## src/rtl/cic_seq_pkg.sv

```systemverilog
// Shared constants and types for the CIC DSP48 integrator sequencer.
package cic_seq_pkg;

    // Slice operation select, as seen on the opcode output
    localparam logic OP_ACC = 1'b0;   // P <= P + concat
    localparam logic OP_CLR = 1'b1;   // P <= 0

    // Slice timing: concat in cycle t lands in P on edge t+4,
    // and the opcode for that data trails it by one cycle.
    localparam int SLICE_DATA_LAT = 4;
    localparam int SLICE_OP_LAG   = 1;

    // Number of clear cycles used to flush P after reset/restart
    localparam int INIT_CYCLES = 5;

    // Width of the A:B operand bus into the slice
    localparam int SLICE_W = 48;

    typedef enum logic [1:0] {
        ST_INIT  = 2'd0,
        ST_ACCUM = 2'd1,
        ST_CLEAR = 2'd2
    } seq_state_t;

endpackage

```

## src/rtl/cic_seq_delay.sv

```systemverilog
// Fixed-depth shift line carrying per-beat tags alongside the slice pipeline.
module cic_seq_delay
    import cic_seq_pkg::*;
#(
    parameter int DEPTH = SLICE_DATA_LAT,
    parameter int WIDTH = 1
) (
    input  logic             clk,
    input  logic             rst,
    input  logic             clr,
    input  logic [WIDTH-1:0] din,
    output logic [WIDTH-1:0] dout
);

    logic [DEPTH-1:0][WIDTH-1:0] line;

    // Shift one stage per cycle; clr flushes every stage at once
    always_ff @(posedge clk or posedge rst) begin
        if (rst) begin
            line <= '0;
        end else if (clr) begin
            line <= '0;
        end else begin
            line[0] <= din;
            for (int i = 1; i < DEPTH; i++) begin
                line[i] <= line[i-1];
            end
        end
    end

    assign dout = line[DEPTH-1];

endmodule

```

## src/rtl/cic_dsp48_sequencer.sv

```systemverilog
// Drives an external DSP48 slice as an M-sample integrate-and-dump
// accumulator: feeds samples on concat, issues a clear between frames,
// and captures the frame sum from P when the last beat has drained through.
module cic_dsp48_sequencer
    import cic_seq_pkg::*;
#(
    parameter int IW = 5,
    parameter int M  = 256,
    parameter int OW = IW + $clog2(M)
) (
    input  logic          clk,
    input  logic          rst,
    input  logic          restart,
    input  logic          s_valid,
    output logic          s_ready,
    input  logic [IW-1:0] s_data,
    output logic [47:0]   concat,
    output logic          opcode,
    input  logic [47:0]   p,
    output logic          m_valid,
    output logic [OW-1:0] m_data
);

    // Beat counter only needs to reach M-1; keep at least one bit for M=1
    localparam int CNT_W  = (M > 1) ? $clog2(M) : 1;
    localparam int INIT_W = $clog2(INIT_CYCLES);

    localparam logic [CNT_W-1:0]  LAST_CNT  = CNT_W'(M - 1);
    localparam logic [INIT_W-1:0] INIT_LAST = INIT_W'(INIT_CYCLES - 1);

    seq_state_t                state;
    seq_state_t                state_nxt;
    logic [CNT_W-1:0]          count;
    logic [INIT_W-1:0]         init_cnt;
    logic                      accept;
    logic                      last_beat;
    logic                      op_now;
    logic                      tag_out;
    logic [SLICE_OP_LAG-1:0]   op_lag;

    // Upper P bits are never needed: OW is sized for the full-scale sum
    logic unused_p;
    assign unused_p = ^p;

    // Restart wins over a beat in the same cycle, so it also drops ready
    assign s_ready   = (state == ST_ACCUM) && !restart;
    assign accept    = s_valid && s_ready;
    assign last_beat = accept && (count == LAST_CNT);

    // Idle ACCUM cycles add zero, so P just holds
    assign concat = accept ? {{(SLICE_W - IW){s_data[IW-1]}}, s_data} : '0;

    // Only a live ACCUM cycle accumulates; INIT, CLEAR and restart clear
    assign op_now = (state == ST_ACCUM && !restart) ? OP_ACC : OP_CLR;

    // Next-state selection; restart returns to INIT from anywhere
    always_comb begin
        state_nxt = state;
        if (restart) begin
            state_nxt = ST_INIT;
        end else begin
            unique case (state)
                ST_INIT:  if (init_cnt == INIT_LAST) state_nxt = ST_ACCUM;
                ST_ACCUM: if (last_beat)             state_nxt = ST_CLEAR;
                ST_CLEAR: state_nxt = ST_ACCUM;
                default:  state_nxt = ST_INIT;
            endcase
        end
    end

    // State register
    always_ff @(posedge clk or posedge rst) begin
        if (rst) state <= ST_INIT;
        else     state <= state_nxt;
    end

    // Counts INIT cycles; held at zero outside INIT so every entry starts fresh
    always_ff @(posedge clk or posedge rst) begin
        if (rst) begin
            init_cnt <= '0;
        end else if (restart || state != ST_INIT || init_cnt == INIT_LAST) begin
            init_cnt <= '0;
        end else begin
            init_cnt <= init_cnt + 1'b1;
        end
    end

    // Beats accepted in the current frame; wraps on the M-th beat
    always_ff @(posedge clk or posedge rst) begin
        if (rst) begin
            count <= '0;
        end else if (restart) begin
            count <= '0;
        end else if (accept) begin
            count <= last_beat ? '0 : count + 1'b1;
        end
    end

    // Opcode trails the data it applies to by the slice's opcode lag
    always_ff @(posedge clk or posedge rst) begin
        if (rst) begin
            op_lag <= {SLICE_OP_LAG{OP_CLR}};
        end else begin
            op_lag[0] <= op_now;
            for (int i = 1; i < SLICE_OP_LAG; i++) begin
                op_lag[i] <= op_lag[i-1];
            end
        end
    end

    assign opcode = op_lag[SLICE_OP_LAG-1];

    // Last-beat flag rides alongside the data; it emerges the cycle P holds the sum
    cic_seq_delay #(
        .DEPTH (SLICE_DATA_LAT),
        .WIDTH (1)
    ) u_tag (
        .clk  (clk),
        .rst  (rst),
        .clr  (restart),
        .din  (last_beat),
        .dout (tag_out)
    );

    // Capture the frame sum when its last-flag drains; restart drops it
    always_ff @(posedge clk or posedge rst) begin
        if (rst) begin
            m_valid <= 1'b0;
            m_data  <= '0;
        end else begin
            m_valid <= tag_out && !restart;
            if (tag_out && !restart) begin
                m_data <= p[OW-1:0];
            end
        end
    end

endmodule

```

## config.mk

```make
export PLATFORM = sky130hd
export DESIGN_NAME = cic_dsp48_sequencer
export DESIGN_NICKNAME = d
export VERILOG_FILES = /design/src/rtl/cic_seq_pkg.sv /design/src/rtl/cic_seq_delay.sv /design/src/rtl/cic_dsp48_sequencer.sv
export SDC_FILE = /design/constraint.sdc
export NUM_CORES = 1
export LEC_CHECK = 0
export ABC_AREA = 1
export CAP_MARGIN = 20
export CORE_MARGIN = 3
export CORE_UTILIZATION = 36
export CTS_CLUSTER_DIAMETER = 50
export DETAILED_ROUTE_END_ITERATION = 8
export PLACE_DENSITY = 0.84
export SLEW_MARGIN = 20
export SYNTH_ARGS = -nofsm -noshare
export SYNTH_HDL_FRONTEND = slang
export SYNTH_SLANG_ARGS = --single-unit
export TNS_END_PERCENT = 10
```

## constraint.sdc

```tcl
create_clock -name clk -period 3.6 [get_ports clk]
set_clock_uncertainty 0.05 [all_clocks]
set_input_delay 0.72 -clock clk [delete_from_list [all_inputs] [get_ports clk]]
set_output_delay 0.72 -clock clk [all_outputs]
set_load 0.05 [all_outputs]
```

Yosys cells after proc, flatten, opt, wreduce, memory -nomap -nowiden

Cells that the tools add are included.

Bits in registers: 32
Input bits: 57
Output and inout port bits: 64
Logic and storage cells: 40

Add/sub/neg operators: 2
Equality and inequality tests: 6
Muxes and demuxes: 11
Reductions and logical operators: 11

Operators by type and width:

| cell                  | count |
|---|---|
| $mux W48              | 1 |
| $mux W8               | 3 |
| $add A8 B1 Y8 const B | 1 |
| $eq A8 B8 Y1 const B  | 1 |
| $mux W2               | 3 |
| $ne A3 B3 Y1 const B  | 2 |
| $pmux W2 S3           | 1 |
| $logic_and A1 B1 Y1   | 4 |
| $mux W4               | 1 |
| $reduce_bool A2 Y1    | 2 |
| $add A3 B1 Y3 const B | 1 |
| $eq A3 B3 Y1 const B  | 1 |
| $mux W3               | 1 |
| $eq A2 B1 Y1 const B  | 1 |
| $eq A2 B2 Y1 const B  | 1 |
| $logic_not A2 Y1      | 1 |
| $logic_or A1 B1 Y1    | 2 |
| $reduce_and A2 Y1     | 1 |
| $logic_not A1 Y1      | 1 |
| $mux W1               | 1 |

Longest topological paths before layout

Gate-level depths: netlist (run 1).

Word-level depth: 7
Mapped depth: 8
Depth with buffers taken out: 8

Cells and area by module

Synthesis (run 1) repeated with hierarchy kept, for this count alone.

Cells, all modules: 222
Area total of the unflattened synthesis: 1805.5 um2

Modules (own cells, without submodules):

| module              | times used | cells each | area an instance (um2) | seq. area each (um2) |
|---|---|---|---|---|
| cic_dsp48_sequencer | 1          | 209        | 1671.6                 | 701.9 |
| cic_seq_delay       | 1          | 13         | 133.9                  | 100.1 |

Least setup slack after synthesis (run 1)

No wires, ideal clock.

Path type: input port to output port
Start point: input port restart
End point: output port concat[10]
Arrival: 3475 ps
Data required time: 2830 ps
Path slack: -645 ps
Cell stages on the path: 5
Path buffers: 2
Cell sequence: inv_2 > buf_6 > nand3_4 > nor2_1 > buf_4

Longest elaborated chain between the ends: 4

Ends and longest elaborated chain:

| item                | RTL line                  | RTL |
|---|---|---|
| start, declared     | cic_dsp48_sequencer.sv:13 | `input logic restart,` |
| $logic_not A1 Y1    | cic_dsp48_sequencer.sv:46 | `assign s_ready = (state == ST_ACCUM) && !restart;` |
| $logic_and A1 B1 Y1 | cic_dsp48_sequencer.sv:46 |  |
| $logic_and A1 B1 Y1 | cic_dsp48_sequencer.sv:47 | `assign accept = s_valid && s_ready;` |
| $mux W48            | cic_dsp48_sequencer.sv:51 | `assign concat = accept ? {{(SLICE_W - IW){s_data[IW-1]}}, s_data} : '0;` |
| end, declared       | cic_dsp48_sequencer.sv:17 | `output logic [47:0] concat,` |

No other way between the ends.

Final worst setup path (run 1)

Start point: input port restart
End point: output port concat[5]

Same word-level chain as after synthesis.

==> out/metrics.cfg, run 1 <==
[run_status]
status=finished, final reports clean

[sta]
setup_tns_ns=0
max_freq_mhz=324
period_share_pct=85.8
fin_ws_ns=0.510
setup_viol=0
rsz0062_at_grt=false
fin_crit_ns=3.09
finalHoldViolCount=0
drv_slew=0
worstMarginPinSlew_ns=0.516
slew_headroom_pct=65.5

[yosys]
syn_avg_cell_area_sq_um=8.22
ys_seq_area_share_pct=44.5
synth_top_area_share_pct=43.1
synth_top_family_by_area=buffers and inverters
synth-simple-area-share_pct=24.9
syn_area_sq_um=1800
syn_inst=219
synthMuxAreaShare_pct=0
async_flop_share_pct=100
ys.warnings.count=0
synth_xor_area_share_pct=0.973
synth_ff_type=dfrtp_1
synth-seq-cells=32
yosys-top-cells-count=nand2_1, buf_4, dfrtp_1
synth_compound_gate_area_share_pct=1.95
synth_edf_count=0
ys_types=21
synthesis.nets=279
synth.area.top_cells=dfrtp_1, buf_4, nand2_1
synth.most_common_cell=nand2_1
yosys.area.top_type=dfrtp_1
synth_adder_area_share_pct=2.08

[pwr]
p_leak_nw=1.47
p_comb_share_pct=29.9
switching_share_pct=32.5
peakVddDrop_v=0.000225
power_frac_clock_pct=29.9
pwr-share-seq_pct=40.2
p_int_uw=652
p_sw_uw=315
powerDensity_nw_per_um2=321

[worst_setup_path]
critPathSlowestCell=clkdlybuf4s50_1
rrSetupSlack_ns=2.09
critPathBufInv=4
critPathMostFrequentCell=buf_12
end_kind=primary output
crit_fanout=15
critPathMaxStageDelay_ns=0.50
critPathLaunchType=primary input
crit_chain=clkdlybuf4s50_1, inv_2, nand3_4, nor2_2, buf_12, buf_12
crit_family=buffers and inverters
critical_path_arrival_ns=2.32
cp.required_ns=2.83
path_class=primary input to primary output

[global_routing]
grt_pass1_wl_mm=6.40
grt_max_degree=33
grt_pass1_vias=1455
antenna_found_initial=0
grt_overflow=0
grt_usage_pct=13.3

[routing]
dr.pass1.iters=4
routed_wl_mm=3.92
via_per_inst=4.30
wl_per_cell_microns=11.6
ant_nets=0
drt_first_iter_violations=28
drcViolationCount=0
vias=1458

[floorplanning]
die_h_microns=76.7
dieArea_sq_um=5890
start_util_pct=37.6
io_pins=121
row_count=25
die_width_microns=76.7
coreArea_sq_um=4790

[finish]
layout.area.seq_sq_um=802
nNetsFinal=331
fill_cells=364
antenna_cells=0
fin_cells=339
multi_input_area_sq_um=542
postLayoutCellArea_sq_um=3010
drive_gt1_share_pct=26.5
syn2layout_area_growth_pct=67.3

[cts]
cts.sink_count=32
clock_path_buffers=2
clkSlewWorstSetupHoldPaths_ns=0.07
cts_hold_buf=0
clk_latency_ns=0.28
ctsResizeCount=0
htreeDepth=2
cts_root_buf=clkbuf_8
cts_tree=yes
cts_buffers=5
post_cts_buffers=0

[place]
place_inst=331
dp_hpwl_mm=3.11
portBuffers=85
place_area_sq_um=2910
place_ws_ns=0.476
place.gp.congestion=0.769

[hold_path]
hold_path_class=flip-flop to flip-flop

[run]
cap_viol_max_count=0

==> logic make-up (layout without fill, tap and decap cells) <==
logic type      after synthesis  in the layout
simple gates                 99             99
flops                        32             32
fa+ha+maj                     3              3
xor+xnor                      2              2
buf+inv                      76            129
compound gates                7              7
==> stage by stage <==
step	util [%]	total power [mW]	hold WS [ns]
5_1_grt	62.9	1.01	0.427
6_report	62.9	0.967	0.415
4_1_cts	62.9	0.979	0.419
3_3_place_gp	60.9	0.680	0.395
2_1_floorplan	-	0.567	0.382
3_5_place_dp	60.9	0.687	0.403
==> state kept, by name (all words and copies together) (netlist names) <==
name        cells
state           2
m_valid         1
count           8
u_tag.dout      1
init_cnt        3
opcode          1
u_tag.line      3
m_data         13
==> worst min-delay path, cell delays in order, from the launching register on <==
cell and delay [ns]:
dfrtp_1 0.32, inv_1 0.03, nor2_1 0.07
==> worst paths after layout <==
kind / startpoint / to / cells after the start
setup / recovery: restart / concat[5] / 6
min in group asynchronous: rst / m_data[2] / 3
setup reg to reg: count[0] / count[7] / 6
hold / removal: u_tag.line[2] / u_tag.dout / 2
max in group asynchronous: rst / opcode / 3
hold reg to reg: u_tag.line[2] / u_tag.dout / 2
==> per-layer routing <==
layer | up-vias | GRT usage, % | share of wire [%]
met5 | - | 0 | 0
met4 | 0 | 4.17 | 0.43
met3 | 2 | 6.10 | 14
met2 | 88 | 21.9 | 45
met1 | 649 | 15.4 | 41
li1 | 719 | - | -
==> cell usage in the layout, fill, tap and decap left out, drive strengths merged <==
cell	n
nor2	22
dfstp	1
a21oi	5
o21ai	2
ha	3
buf	55
clkdlybuf4s50	36
nand3	15
nand2	59
inv	30
xnor2	1
dfrtp	31
nand4	2
xor2	1
nand3b	1
clkbuf	6
clkinvlp	2
==> power by group through the flow <==
stage                     logic, mW  clock network, mW  registers, mW
after floorplan               0.133                  0          0.434
after global placement        0.286                  0          0.394
after detailed placement      0.292                  0          0.395
after CTS                     0.292              0.298          0.389
after global routing          0.303              0.313          0.390
final                         0.289              0.289          0.389
==> layout make-up <==
type	instances	area share (%)
timing repair buffer	91	45.6
sequential	32	26.6
multi-input combinational	111	18.0
inverter	30	3.74
tap	67	2.78
clock buffer	6	2.74
clock inverter	2	0.499
Power figures use the tool's default switching activity.
==> run 2: changes to the inputs <==
Settings changed: CORE_MARGIN 3 to unset, GPL_TIMING_DRIVEN set to 0.
==> run 2 against run 1 <==
  * Design area shrank 7.6%
  * Sequential power about the same
  * Fmax fell by 9.2%
  * Non-clock buffer count rose by 40
  * Global-route usage rose by 1.6 points
  * Combinational power decreased by 11%
  * First-iteration DRC count is 11% higher
  * Critical path depth did not move
  * Setup slack lost 0.31 ns
  * Core utilization shrank 4.4 points
  * Via count is 8.4% higher
  * Die area decreased by 10%
==> out/metrics.cfg, run 2 (synthesis gave the netlist of run 1 again) <==
[cts]
cts_buffers=5  ; unchanged
clkSlewWorstSetupHoldPaths_ns=0.07  ; about the same
clock_path_buffers=2  ; unchanged
cts_tree=yes  ; unchanged
post_cts_buffers=0  ; unchanged
clk_latency_ns=0.29  ; was 0.28 ns
htreeDepth=2  ; unchanged
cts.sink_count=32  ; unchanged
cts_root_buf=clkbuf_8  ; unchanged

[sta]
fin_ws_ns=0.196  ; was 0.510 ns
drv_slew=0  ; unchanged
whs_ns=0.403  ; was 0.415 ns
setup_viol=0  ; unchanged
finalHoldViolCount=0  ; unchanged
worstMarginPinSlew_ns=0.648  ; was 0.516 ns
slew_headroom_pct=56.8  ; was 65.5%
rsz0062_at_grt=false  ; unchanged
fin_crit_ns=3.40  ; was 3.09 ns
setup_tns_ns=0  ; unchanged
period_share_pct=94.5  ; was 85.8%
max_freq_mhz=294  ; was 324 MHz

[routing]
wl_per_cell_microns=9.70  ; was 11.6 microns
dr.pass1.iters=4  ; unchanged
highest_layer=met4  ; unchanged
met2WireLength_mm=1.65  ; was 1.76 mm
routed_wl_mm=3.70  ; was 3.92 mm
drt-met1-wl_mm=1.47  ; was 1.59 mm
wl_met3_microns=544  ; was 548 microns
ant_nets=0  ; unchanged
vias=1580  ; was 1,458
via_per_inst=4.15  ; was 4.30
drcViolationCount=0  ; unchanged
drt_first_iter_violations=31  ; was 28

[worst_setup_path]
path_class=primary input to primary output  ; unchanged
critical_path_arrival_ns=2.63  ; was 2.32 ns
crit_fanout=22  ; was 15
critPathSlowestCell=dlygate4sd2_1  ; was clkdlybuf4s50_1
crit_chain=clkdlybuf4s50_1, inv_2, buf_6, nand3_4, nor2_4, dlygate4sd2_1  ; was clkdlybuf4s50_1, inv_2, nand3_4, nor2_2, buf_12, buf_12
critPathBufInv=4  ; unchanged
reg2reg_from=count[0]  ; unchanged
critPathMaxStageDelay_ns=0.58  ; was 0.50 ns
crit_cells=6  ; unchanged
critPathLaunchType=primary input  ; unchanged
cp.required_ns=2.83  ; about the same
ff2ff_path_depth=6  ; unchanged
crit_family=buffers and inverters  ; unchanged
rrSetupSlack_ns=2.10  ; was 2.09 ns
end_kind=primary output  ; unchanged
r2r_end=count[1]  ; was count[7]

[hold_path]
hold_path_class=flip-flop to flip-flop  ; unchanged
whs_path_depth=2  ; unchanged
hold_end=u_tag.line[1]  ; was u_tag.dout
hp-start=u_tag.line[0]  ; was u_tag.line[2]

[finish]
layout_commonest_cell=buf_4  ; was nand2_1
postLayoutCellArea_sq_um=2780  ; was 3010 sq um
largest_registers=m_data: 13 flops, count: 8 flops  ; unchanged
final_cell_mix=buf_4, nand2_1, clkdlybuf4s50_1, dfrtp_1, inv_1  ; was nand2_1, buf_12, clkdlybuf4s50_1, dfrtp_1, inv_1
antenna_cells=0  ; unchanged
syn2layout_area_growth_pct=54.5  ; was 67.3%
drive_gt1_share_pct=33.8  ; was 26.5%
top_register=m_data  ; unchanged
fill_cells=441  ; was 364
fin_cells=381  ; was 339
nNetsFinal=373  ; was 331
largest_reg_flops=13  ; unchanged
final_util_pct=58.5  ; was 62.9%

[pwr]
peakVddDrop_v=0.000260  ; was 0.000225 V
p_leak_nw=1.57  ; was 1.47 nW
powerDensity_nw_per_um2=368  ; was 321 nW/um^2
total_power_mw=1.02  ; was 967 uW

[run_status]
status=finished, final reports clean  ; unchanged

[global_routing]
grt_overflow=0  ; unchanged
grt_pass1_vias=1415  ; was 1,455
antenna_found_initial=0  ; unchanged
grt_usage_pct=14.9  ; was 13.3%
grt_pass1_wl_mm=6.15  ; was 6.40 mm
grt_max_degree=33  ; unchanged

[place]
place_area_sq_um=2740  ; was 2910 sq um
place_ws_ns=-0.519  ; was 0.476 ns
dp_hpwl_mm=2.59  ; was 3.11 mm
portBuffers=85  ; unchanged
place.gp.congestion=0.787  ; was 0.769
place_inst=371  ; was 331

[floorplanning]
dieArea_sq_um=5290  ; was 5890 sq um
row_count=25  ; unchanged
coreArea_sq_um=4750  ; was 4790 sq um
io_pins=121  ; unchanged
die_width_microns=72.7  ; was 76.7 microns
die_h_microns=72.7  ; was 76.7 microns
start_util_pct=37.9  ; was 37.6%

[run]
cap_viol_max_count=0  ; unchanged

-- run 2: cell types whose count changed in the layout (fill, tap and decap cells not counted), sizes merged --
cell and change:
clkdlybuf4s50 +5, clkbuf +1, buf +31, nor2 +2, dlygate4sd2 +4, clkinvlp -2
bufinv +1
-- run 2: layout make-up --
class                   instances  area (sq um)  share of cell area [%]
flip-flops and latches         32           802                    28.8
repair buffers                 85           746                    26.8
multi-input cells             113           564                    20.3
plain buffers                  46           347                    12.5
inverters                      30           113                    4.05
clock buffers                   7          96.3                    3.46
well taps                      67          83.8                    3.01
clock inverters                 1          30.0                    1.08
-- run 2: how the worst max path moves through the flow --
stage	startpoint	end	slack, ns
finish	restart	concat[4]	0.20
global route	restart	concat[4]	0.03
CTS	restart	concat[4]	0.16
detailed placement	restart	concat[14]	-0.52
global placement	restart	concat[14]	-0.94
floorplan	restart	concat[10]	0.17
-- run 2: routing by layer --
layer,up-vias,track usage [%]
met5,-,0
met4,0,4.79
li1,804,-
met1,690,16.5
met2,83,24.7
met3,3,7.87
-- run 2: power by group --
group | switching (mW) | internal, mW | total (mW) | leakage (nW)
Combinational | 0.163 | 0.0954 | 0.258 | 1.08
Sequential | 0.0107 | 0.378 | 0.388 | 0.431
Clock | 0.134 | 0.244 | 0.378 | 0.0645
-- run 2: timing repair --
action,4_1_cts,5_1_grt
hold buffers,0,0
endpoints found under the hold margin,0,0
setup endpoints to repair,44,0
resized for setup,45,0
-- run 2: worst min-delay path: cells and delay by family (launching register included) --
family,cells,cell delay (ns)
DFF,1,0.32
buffers and inverters,1,0.04
and+or+nand+nor,1,0.07
==> run 3: changes to the inputs <==
Settings changed: HOLD_SLACK_MARGIN set to 0.08.
==> results of run 3 <==
The final DEF is identical to that of run 2; final timing and power are the same.
